$ cat src/rtl/data_table_insert_pkg.sv
// Shared hash-table types for the data-table insert engine: task, entry and result
// records, the result codes and the insert FSM state encoding.
package data_table_insert_pkg;

  localparam int TABLE_ADDR_WIDTH = 8;
  localparam int BUCKET_WIDTH     = 8;
  localparam int KEY_WIDTH        = 16;
  localparam int VALUE_WIDTH      = 16;

  typedef enum logic [1:0] {
    CMD_SEARCH = 2'd0,
    CMD_INSERT = 2'd1,
    CMD_DELETE = 2'd2
  } ht_cmd_t;

  typedef enum logic [2:0] {
    SEARCH_FOUND                     = 3'd0,
    SEARCH_NOT_SUCCESS_NO_ENTRY      = 3'd1,
    INSERT_SUCCESS                   = 3'd2,
    INSERT_SUCCESS_SAME_KEY          = 3'd3,
    INSERT_NOT_SUCCESS_TABLE_IS_FULL = 3'd4
  } ht_res_t;

  typedef struct packed {
    logic [KEY_WIDTH-1:0]        key;
    logic [VALUE_WIDTH-1:0]      value;
    ht_cmd_t                     cmd;
    logic [BUCKET_WIDTH-1:0]     bucket;
    logic [TABLE_ADDR_WIDTH-1:0] head_ptr;
    logic                        head_ptr_val;
  } ht_data_task_t;

  typedef struct packed {
    logic [KEY_WIDTH-1:0]        key;
    logic [VALUE_WIDTH-1:0]      value;
    logic [TABLE_ADDR_WIDTH-1:0] next_ptr;
    logic                        next_ptr_val;
  } ram_data_t;

  typedef struct packed {
    logic [KEY_WIDTH-1:0]   key;
    logic [VALUE_WIDTH-1:0] value;
    ht_cmd_t                cmd;
    ht_res_t                res;
  } ht_result_t;

  typedef enum logic [3:0] {
    IDLE_S, NO_HEAD_S, READ_HEAD_S, GO_ON_CHAIN_S, KEY_MATCH_S,
    ON_TAIL_S, WR_NEW_S, UPD_TAIL_S, UPD_HEAD_S, RES_S
  } ins_state_t;

endpackage

$ cat src/rtl/data_table_insert.sv
// Data-table insert engine: walks a bucket chain, overwrites on key hit, otherwise
// appends a fresh entry from the empty-pointer store and links it in.
//
// state         | meaning
// IDLE_S        | ready for a task
// NO_HEAD_S     | bucket empty, decide on a free address
// READ_HEAD_S   | reading the head entry
// GO_ON_CHAIN_S | reading a following chain entry
// KEY_MATCH_S   | overwrite value of the matching entry
// ON_TAIL_S     | tail reached, decide on a free address
// WR_NEW_S      | write the new tail entry
// UPD_TAIL_S    | relink old tail to the new entry
// UPD_HEAD_S    | point the head-table slot at the new entry
// RES_S         | hold result until accepted
module data_table_insert
  import data_table_insert_pkg::*;
#(
  parameter int A_WIDTH = TABLE_ADDR_WIDTH,
  parameter int B_WIDTH = BUCKET_WIDTH
) (
  input  logic                clk_i,
  input  logic                rst_i,
  input  ht_data_task_t       task_i,
  input  logic                task_valid_i,
  output logic                task_ready_o,
  input  logic                rd_avail_i,
  input  ram_data_t           rd_data_i,
  input  logic                rd_data_val_i,
  output logic [A_WIDTH-1:0]  rd_addr_o,
  output logic                rd_en_o,
  output logic [A_WIDTH-1:0]  wr_addr_o,
  output ram_data_t           wr_data_o,
  output logic                wr_en_o,
  input  logic [A_WIDTH-1:0]  empty_addr_i,
  input  logic                empty_addr_val_i,
  output logic                empty_addr_rd_ack_o,
  output logic [B_WIDTH-1:0]  head_wr_addr_o,
  output logic [A_WIDTH-1:0]  head_wr_ptr_o,
  output logic                head_wr_ptr_val_o,
  output logic                head_wr_en_o,
  output ht_result_t          result_o,
  output logic                result_valid_o,
  input  logic                result_ready_i
);

  ins_state_t             state_q, state_d;
  logic [KEY_WIDTH-1:0]   key_q, key_d;
  logic [VALUE_WIDTH-1:0] value_q, value_d;
  ht_cmd_t                cmd_q, cmd_d;
  logic [B_WIDTH-1:0]     bucket_q, bucket_d;
  logic                   chain_q, chain_d;
  logic [A_WIDTH-1:0]     rd_addr_q, rd_addr_d;
  logic [A_WIDTH-1:0]     ent_addr_q, ent_addr_d;
  logic [A_WIDTH-1:0]     new_addr_q, new_addr_d;
  logic [A_WIDTH-1:0]     walk_cnt_q, walk_cnt_d;
  ram_data_t              ent_q, ent_d;
  ht_res_t                res_q, res_d;
  logic                   rd_pending_q, rd_pending_d;
  logic [A_WIDTH-1:0]     walk_cnt_inc;

  assign walk_cnt_inc = walk_cnt_q + A_WIDTH'(1);
  assign rd_addr_o    = rd_addr_q;

  always_ff @(posedge clk_i) begin
    if (rst_i) begin
      state_q      <= IDLE_S;
      key_q        <= '0;
      value_q      <= '0;
      cmd_q        <= CMD_SEARCH;
      bucket_q     <= '0;
      chain_q      <= 1'b0;
      rd_addr_q    <= '0;
      ent_addr_q   <= '0;
      new_addr_q   <= '0;
      walk_cnt_q   <= '0;
      ent_q        <= '0;
      res_q        <= SEARCH_FOUND;
      rd_pending_q <= 1'b0;
    end else begin
      state_q      <= state_d;
      key_q        <= key_d;
      value_q      <= value_d;
      cmd_q        <= cmd_d;
      bucket_q     <= bucket_d;
      chain_q      <= chain_d;
      rd_addr_q    <= rd_addr_d;
      ent_addr_q   <= ent_addr_d;
      new_addr_q   <= new_addr_d;
      walk_cnt_q   <= walk_cnt_d;
      ent_q        <= ent_d;
      res_q        <= res_d;
      rd_pending_q <= rd_pending_d;
    end
  end

  always_comb begin
    state_d             = state_q;
    key_d               = key_q;
    value_d             = value_q;
    cmd_d               = cmd_q;
    bucket_d            = bucket_q;
    chain_d             = chain_q;
    rd_addr_d           = rd_addr_q;
    ent_addr_d          = ent_addr_q;
    new_addr_d          = new_addr_q;
    walk_cnt_d          = walk_cnt_q;
    ent_d               = ent_q;
    res_d               = res_q;
    task_ready_o        = 1'b0;
    rd_en_o             = 1'b0;
    wr_en_o             = 1'b0;
    wr_addr_o           = '0;
    wr_data_o           = '0;
    empty_addr_rd_ack_o = 1'b0;
    head_wr_addr_o      = '0;
    head_wr_ptr_o       = '0;
    head_wr_ptr_val_o   = 1'b0;
    head_wr_en_o        = 1'b0;
    result_valid_o      = 1'b0;

    unique case (state_q)
      IDLE_S: begin
        task_ready_o = 1'b1;
        if (task_valid_i) begin
          key_d      = task_i.key;
          value_d    = task_i.value;
          cmd_d      = task_i.cmd;
          bucket_d   = task_i.bucket;
          chain_d    = task_i.head_ptr_val;
          walk_cnt_d = '0;
          if (task_i.head_ptr_val) begin
            rd_addr_d = task_i.head_ptr;
            state_d   = READ_HEAD_S;
          end else begin
            state_d = NO_HEAD_S;
          end
        end
      end
      READ_HEAD_S, GO_ON_CHAIN_S: begin
        rd_en_o = rd_avail_i && !rd_pending_q;
        if (rd_data_val_i) begin
          if (rd_data_i.key == key_q) begin
            ent_d      = rd_data_i;
            ent_addr_d = rd_addr_q;
            state_d    = KEY_MATCH_S;
          end else if (!rd_data_i.next_ptr_val) begin
            ent_d      = rd_data_i;
            ent_addr_d = rd_addr_q;
            state_d    = ON_TAIL_S;
          end else begin
            rd_addr_d  = rd_data_i.next_ptr;
            walk_cnt_d = walk_cnt_inc;
            // a chain this long can only be corrupt or looped
            if (walk_cnt_inc == {A_WIDTH{1'b1}}) begin
              res_d   = INSERT_NOT_SUCCESS_TABLE_IS_FULL;
              state_d = RES_S;
            end else begin
              state_d = GO_ON_CHAIN_S;
            end
          end
        end
      end
      KEY_MATCH_S: begin
        wr_en_o         = 1'b1;
        wr_addr_o       = ent_addr_q;
        wr_data_o       = ent_q;
        wr_data_o.value = value_q;
        res_d           = INSERT_SUCCESS_SAME_KEY;
        state_d         = RES_S;
      end
      NO_HEAD_S, ON_TAIL_S: begin
        if (!empty_addr_val_i) begin
          res_d   = INSERT_NOT_SUCCESS_TABLE_IS_FULL;
          state_d = RES_S;
        end else begin
          empty_addr_rd_ack_o = 1'b1;
          new_addr_d          = empty_addr_i;
          state_d             = WR_NEW_S;
        end
      end
      WR_NEW_S: begin
        wr_en_o         = 1'b1;
        wr_addr_o       = new_addr_q;
        wr_data_o.key   = key_q;
        wr_data_o.value = value_q;
        state_d         = chain_q ? UPD_TAIL_S : UPD_HEAD_S;
      end
      UPD_TAIL_S: begin
        wr_en_o                = 1'b1;
        wr_addr_o              = ent_addr_q;
        wr_data_o              = ent_q;
        wr_data_o.next_ptr     = new_addr_q;
        wr_data_o.next_ptr_val = 1'b1;
        res_d                  = INSERT_SUCCESS;
        state_d                = RES_S;
      end
      UPD_HEAD_S: begin
        head_wr_en_o      = 1'b1;
        head_wr_addr_o    = bucket_q;
        head_wr_ptr_o     = new_addr_q;
        head_wr_ptr_val_o = 1'b1;
        res_d             = INSERT_SUCCESS;
        state_d           = RES_S;
      end
      RES_S: begin
        result_valid_o = 1'b1;
        if (result_ready_i) state_d = IDLE_S;
      end
      default: state_d = IDLE_S;
    endcase

    rd_pending_d = rd_data_val_i ? 1'b0 : (rd_pending_q | rd_en_o);
  end

  always_comb begin
    result_o       = '0;
    result_o.key   = key_q;
    result_o.value = value_q;
    result_o.cmd   = cmd_q;
    result_o.res   = res_q;
  end

`ifndef SYNTHESIS
  task_valid_only_in_idle: assert property (@(posedge clk_i) disable iff (rst_i)
    (state_q != IDLE_S) |-> !task_valid_i);
`endif

endmodule
$ cat config.mk
export PLATFORM = sky130hd
export DESIGN_NAME = data_table_insert
export DESIGN_NICKNAME = d
export VERILOG_FILES = /design/src/rtl/data_table_insert_pkg.sv /design/src/rtl/data_table_insert.sv
export SDC_FILE = /design/constraint.sdc
export NUM_CORES = 1
export LEC_CHECK = 0
export BUFFER_PORTS_ARGS = -buffer_cell sky130_fd_sc_hd__buf_2
export CORE_ASPECT_RATIO = 1.2
export CORE_MARGIN = 2
export CORE_UTILIZATION = 49
export CTS_CLUSTER_SIZE = 20
export DETAILED_ROUTE_END_ITERATION = 6
export HOLD_SLACK_MARGIN = 0.06
export MAX_ROUTING_LAYER = met4
export PLACE_DENSITY = 0.81
export SYNTH_ARGS = -nofsm -noshare
export SYNTH_HDL_FRONTEND = slang
export SYNTH_SLANG_ARGS = --single-unit
$ cat constraint.sdc
create_clock -name clk_i -period 2.5 [get_ports clk_i]
set_input_delay 0.75 -clock clk_i [delete_from_list [all_inputs] [get_ports clk_i]]
set_output_delay 0.75 -clock clk_i [all_outputs]
set_load 0.01 [all_outputs]
==> reports/qor.yml <==
status: "finished with violations"
failed_checks: "setup timing"
grtUsageTotal_pct: 30.00
firstDrtPassIters: 6
coreArea_mm2: 0.01109
drt_iter0_markers: 445
period_share_pct: 100.5
seq_area_frac_synth_pct: 44.18
drive_above_1_share_pct: 32.40
required_ps: 1750
first_global_vias: 5817
slowest_delay_ps: 370
ant_nets: 0
power.leakage_nw: 3.464
antenna_found_initial: 0
synth_nets: 837
vdd_drop_max_mv: 0.5525
critPathKind: "reg2out"
crit_arrival_ps: 1760
power_density_mw_per_mm2: 1017
cpMaxStageDelayCell: "dfxtp_2"
grt_pass1_wl_mm: 28.05
chipWidth_um: 101.8
wl_per_cell_um: 16.68
synthArstFlopShare_pct: 0
syn_area_mm2: 0.005619
ys_top_cells_by_area: "dfxtp_1, nand2_1, a21oi_1"
dp_hpwl_mm: 12.41
rsz0062_at_grt: "yes"
gp_congestion: 0.9459
layout.cells.non_filler: 1117
avgSynthCellArea_um2: 7.719
antennaDiodeCount: 0
max-slew-margin-rel_pct: 47.62
worst_hold_slack_ps: 448.9
endpoint_kind: "output port"
cts.reportedPaths.clkPinSlew_ps: 60
critPathLaunchType: "register"
clockBufferDepth: 2
wl_mm: 18.63
clock_latency_ps: 410
maxCapViolCount: 0
placedCellCount: 1082
yosys_warnings: 0
remaining_drc_errors: 0
place_ws_ps: -328.9
globalRouteOverflowTotal: 0
synth_cell_types: 50
placementRows: 42
area_growth_pct: 38.57
synthCells: 728
report.final.slew_viol_count: 0
place_area_mm2: 0.007047
ctsHtreeMaxLevel: 4
finalSetupViolations: 5
cts_tree: "built"
die_area_mm2: 0.01234
period_minus_slack_ps: 2514
cts-buffers-inserted: 17
numPortBuffers: 223
synth_edf_count: 0
synth_top_area_share_pct: 44.18
ys_ff_latch: 124
grt_max_degree: 56
via_per_inst: 5.562
crit_path_max_fanout: 17
hold_viol: 0
synthFlopType: "dfxtp_1"
routed-via-count: 6213
hold_path.class: "reg2reg"
fillers: 905
cts-root-buf: "clkbuf_16"
fmax_mhz: 397.9
tightest_slew_ps: 783.2
finalClockSkew_ps: 12.61
timing.final.ws_setup_ps: -13.51
nets: 1059
die_y_um: 121.3
finalInstanceArea_mm2: 0.007786
cts_sinks: 124
initial_core_util_pct: 50.68
yosys.area.top_type: "dfxtp_1"
power_w: 0.007919
crit_path_cell_trace: "nand2b_4 > nor3_2 > or2_4 > buf_12 > a22o_1 > buf_2"
ios: 224
## metrics by stage
step           setup TNS, ps  util [%]
2_1_floorplan              0         -
3_3_place_gp          -11730     63.55
3_5_place_dp          -13100     63.55
4_1_cts                    0     69.48
5_1_grt               -896.0     70.22
6_report              -26.06     70.22
## path summary, 6_finish.rpt
kind            startpoint            end  slack [ps]  cells after the start
min reg2reg       cmd_q[1]       cmd_q[1]         450                      2
max             state_q[0]  wr_data_o[33]         -10                      6
min               cmd_q[1]       cmd_q[1]         450                      2
max reg2reg  walk_cnt_q[0]       res_q[2]         200                      7
## flip-flops by register name, indices dropped and copies added (netlist names)
signal and count:
res_q 3, state_q 4, key_q 16, walk_cnt_q 8, cmd_q 2, new_addr_q 8
rd_addr_o 8, value_q 16, ent_addr_q 8, bucket_q 8, ent_q 41, chain_q 1
rd_pending_q 1
## where the power goes
| group | switching, W | total [W] | internal (W) |
|---|---|---|---|
| Sequential | 0.000311 | 0.00267 | 0.00236 |
| Clock | 0.000885 | 0.00257 | 0.00169 |
| Combinational | 0.00166 | 0.00268 | 0.00102 |
| Total | 0.00285 | 0.00792 | 0.00507 |
## routing by layer
metal	part of all wire, %	GRT usage (%)	vias up
met5	0	-	-
met4	2.8	11.99	0
met3	7.9	7.719	47
met2	50	50.04	312
met1	39	34.08	2917
li1	-	-	2937
## cell type report
class	instances	area (um^2)	share of cell area, %
clock buffers	20	446.7	5.737
flip-flops and latches	124	2487	31.95
inverters	8	30.03	0.3857
multi-input cells	538	2907	37.33
clock inverters	12	170.2	2.185
repair buffers	261	1553	19.94
well taps	154	192.7	2.475
## placed cells by master (no fill, tap or decap), drive strengths merged, types with 10 or more instances in the layout
cell type  instances
a21oi            111
o21ai             11
xor2              17
buf              260
and2              16
a311oi            10
nor2              27
dfxtp            124
a22o              48
nand2            227
nand3             10
clkbuf            21
## kinds of logic (layout without fill, tap and decap cells)
kind of cell / count (synthesis) / in the layout / share of synthesized area [%]
multiplexers: 1 / 1 / 0.2004
AO/OA/AOI/OAI: 202 / 202 / 23.47
adder cells (fa/ha/maj): 2 / 2 / 0.4453
AND/OR/NAND/NOR: 314 / 314 / 23.63
flip-flops: 124 / 124 / 44.18
XOR/XNOR: 19 / 19 / 2.961
buffers and inverters: 66 / 301 / 5.121
## Yosys cell counts (3+ instances only)
library cell	number
o21ai_0	11
nor2_1	26
a22o_1	48
nor3_1	8
buf_2	17
a21oi_1	111
nand2_1	227
xor2_1	17
a311oi_1	8
and2_1	16
dfxtp_1	124
inv_1	8
nor4_1	5
a21o_1	3
nand3_1	10
clkbuf_1	35
a31oi_1	3
or4_1	3
nand2b_1	5
buf_4	3
## critical path, delay by kind of cell, from the launching register on
kind                   cells  cell delay, ps
AO/OA/AOI/OAI              1             190
flip-flops                 1             370
buffers and inverters      2             310
AND/OR/NAND/NOR            3             480
## repair_timing
action | CTS | global route
buffers inserted | 0 | 2
gates cloned | 0 | 1
endpoints found under the setup margin | 24 | 70
hold buffers | 0 | 0
resized for setup | 10 | 12
No activity file was read; power rests on OpenSTA's default activity.
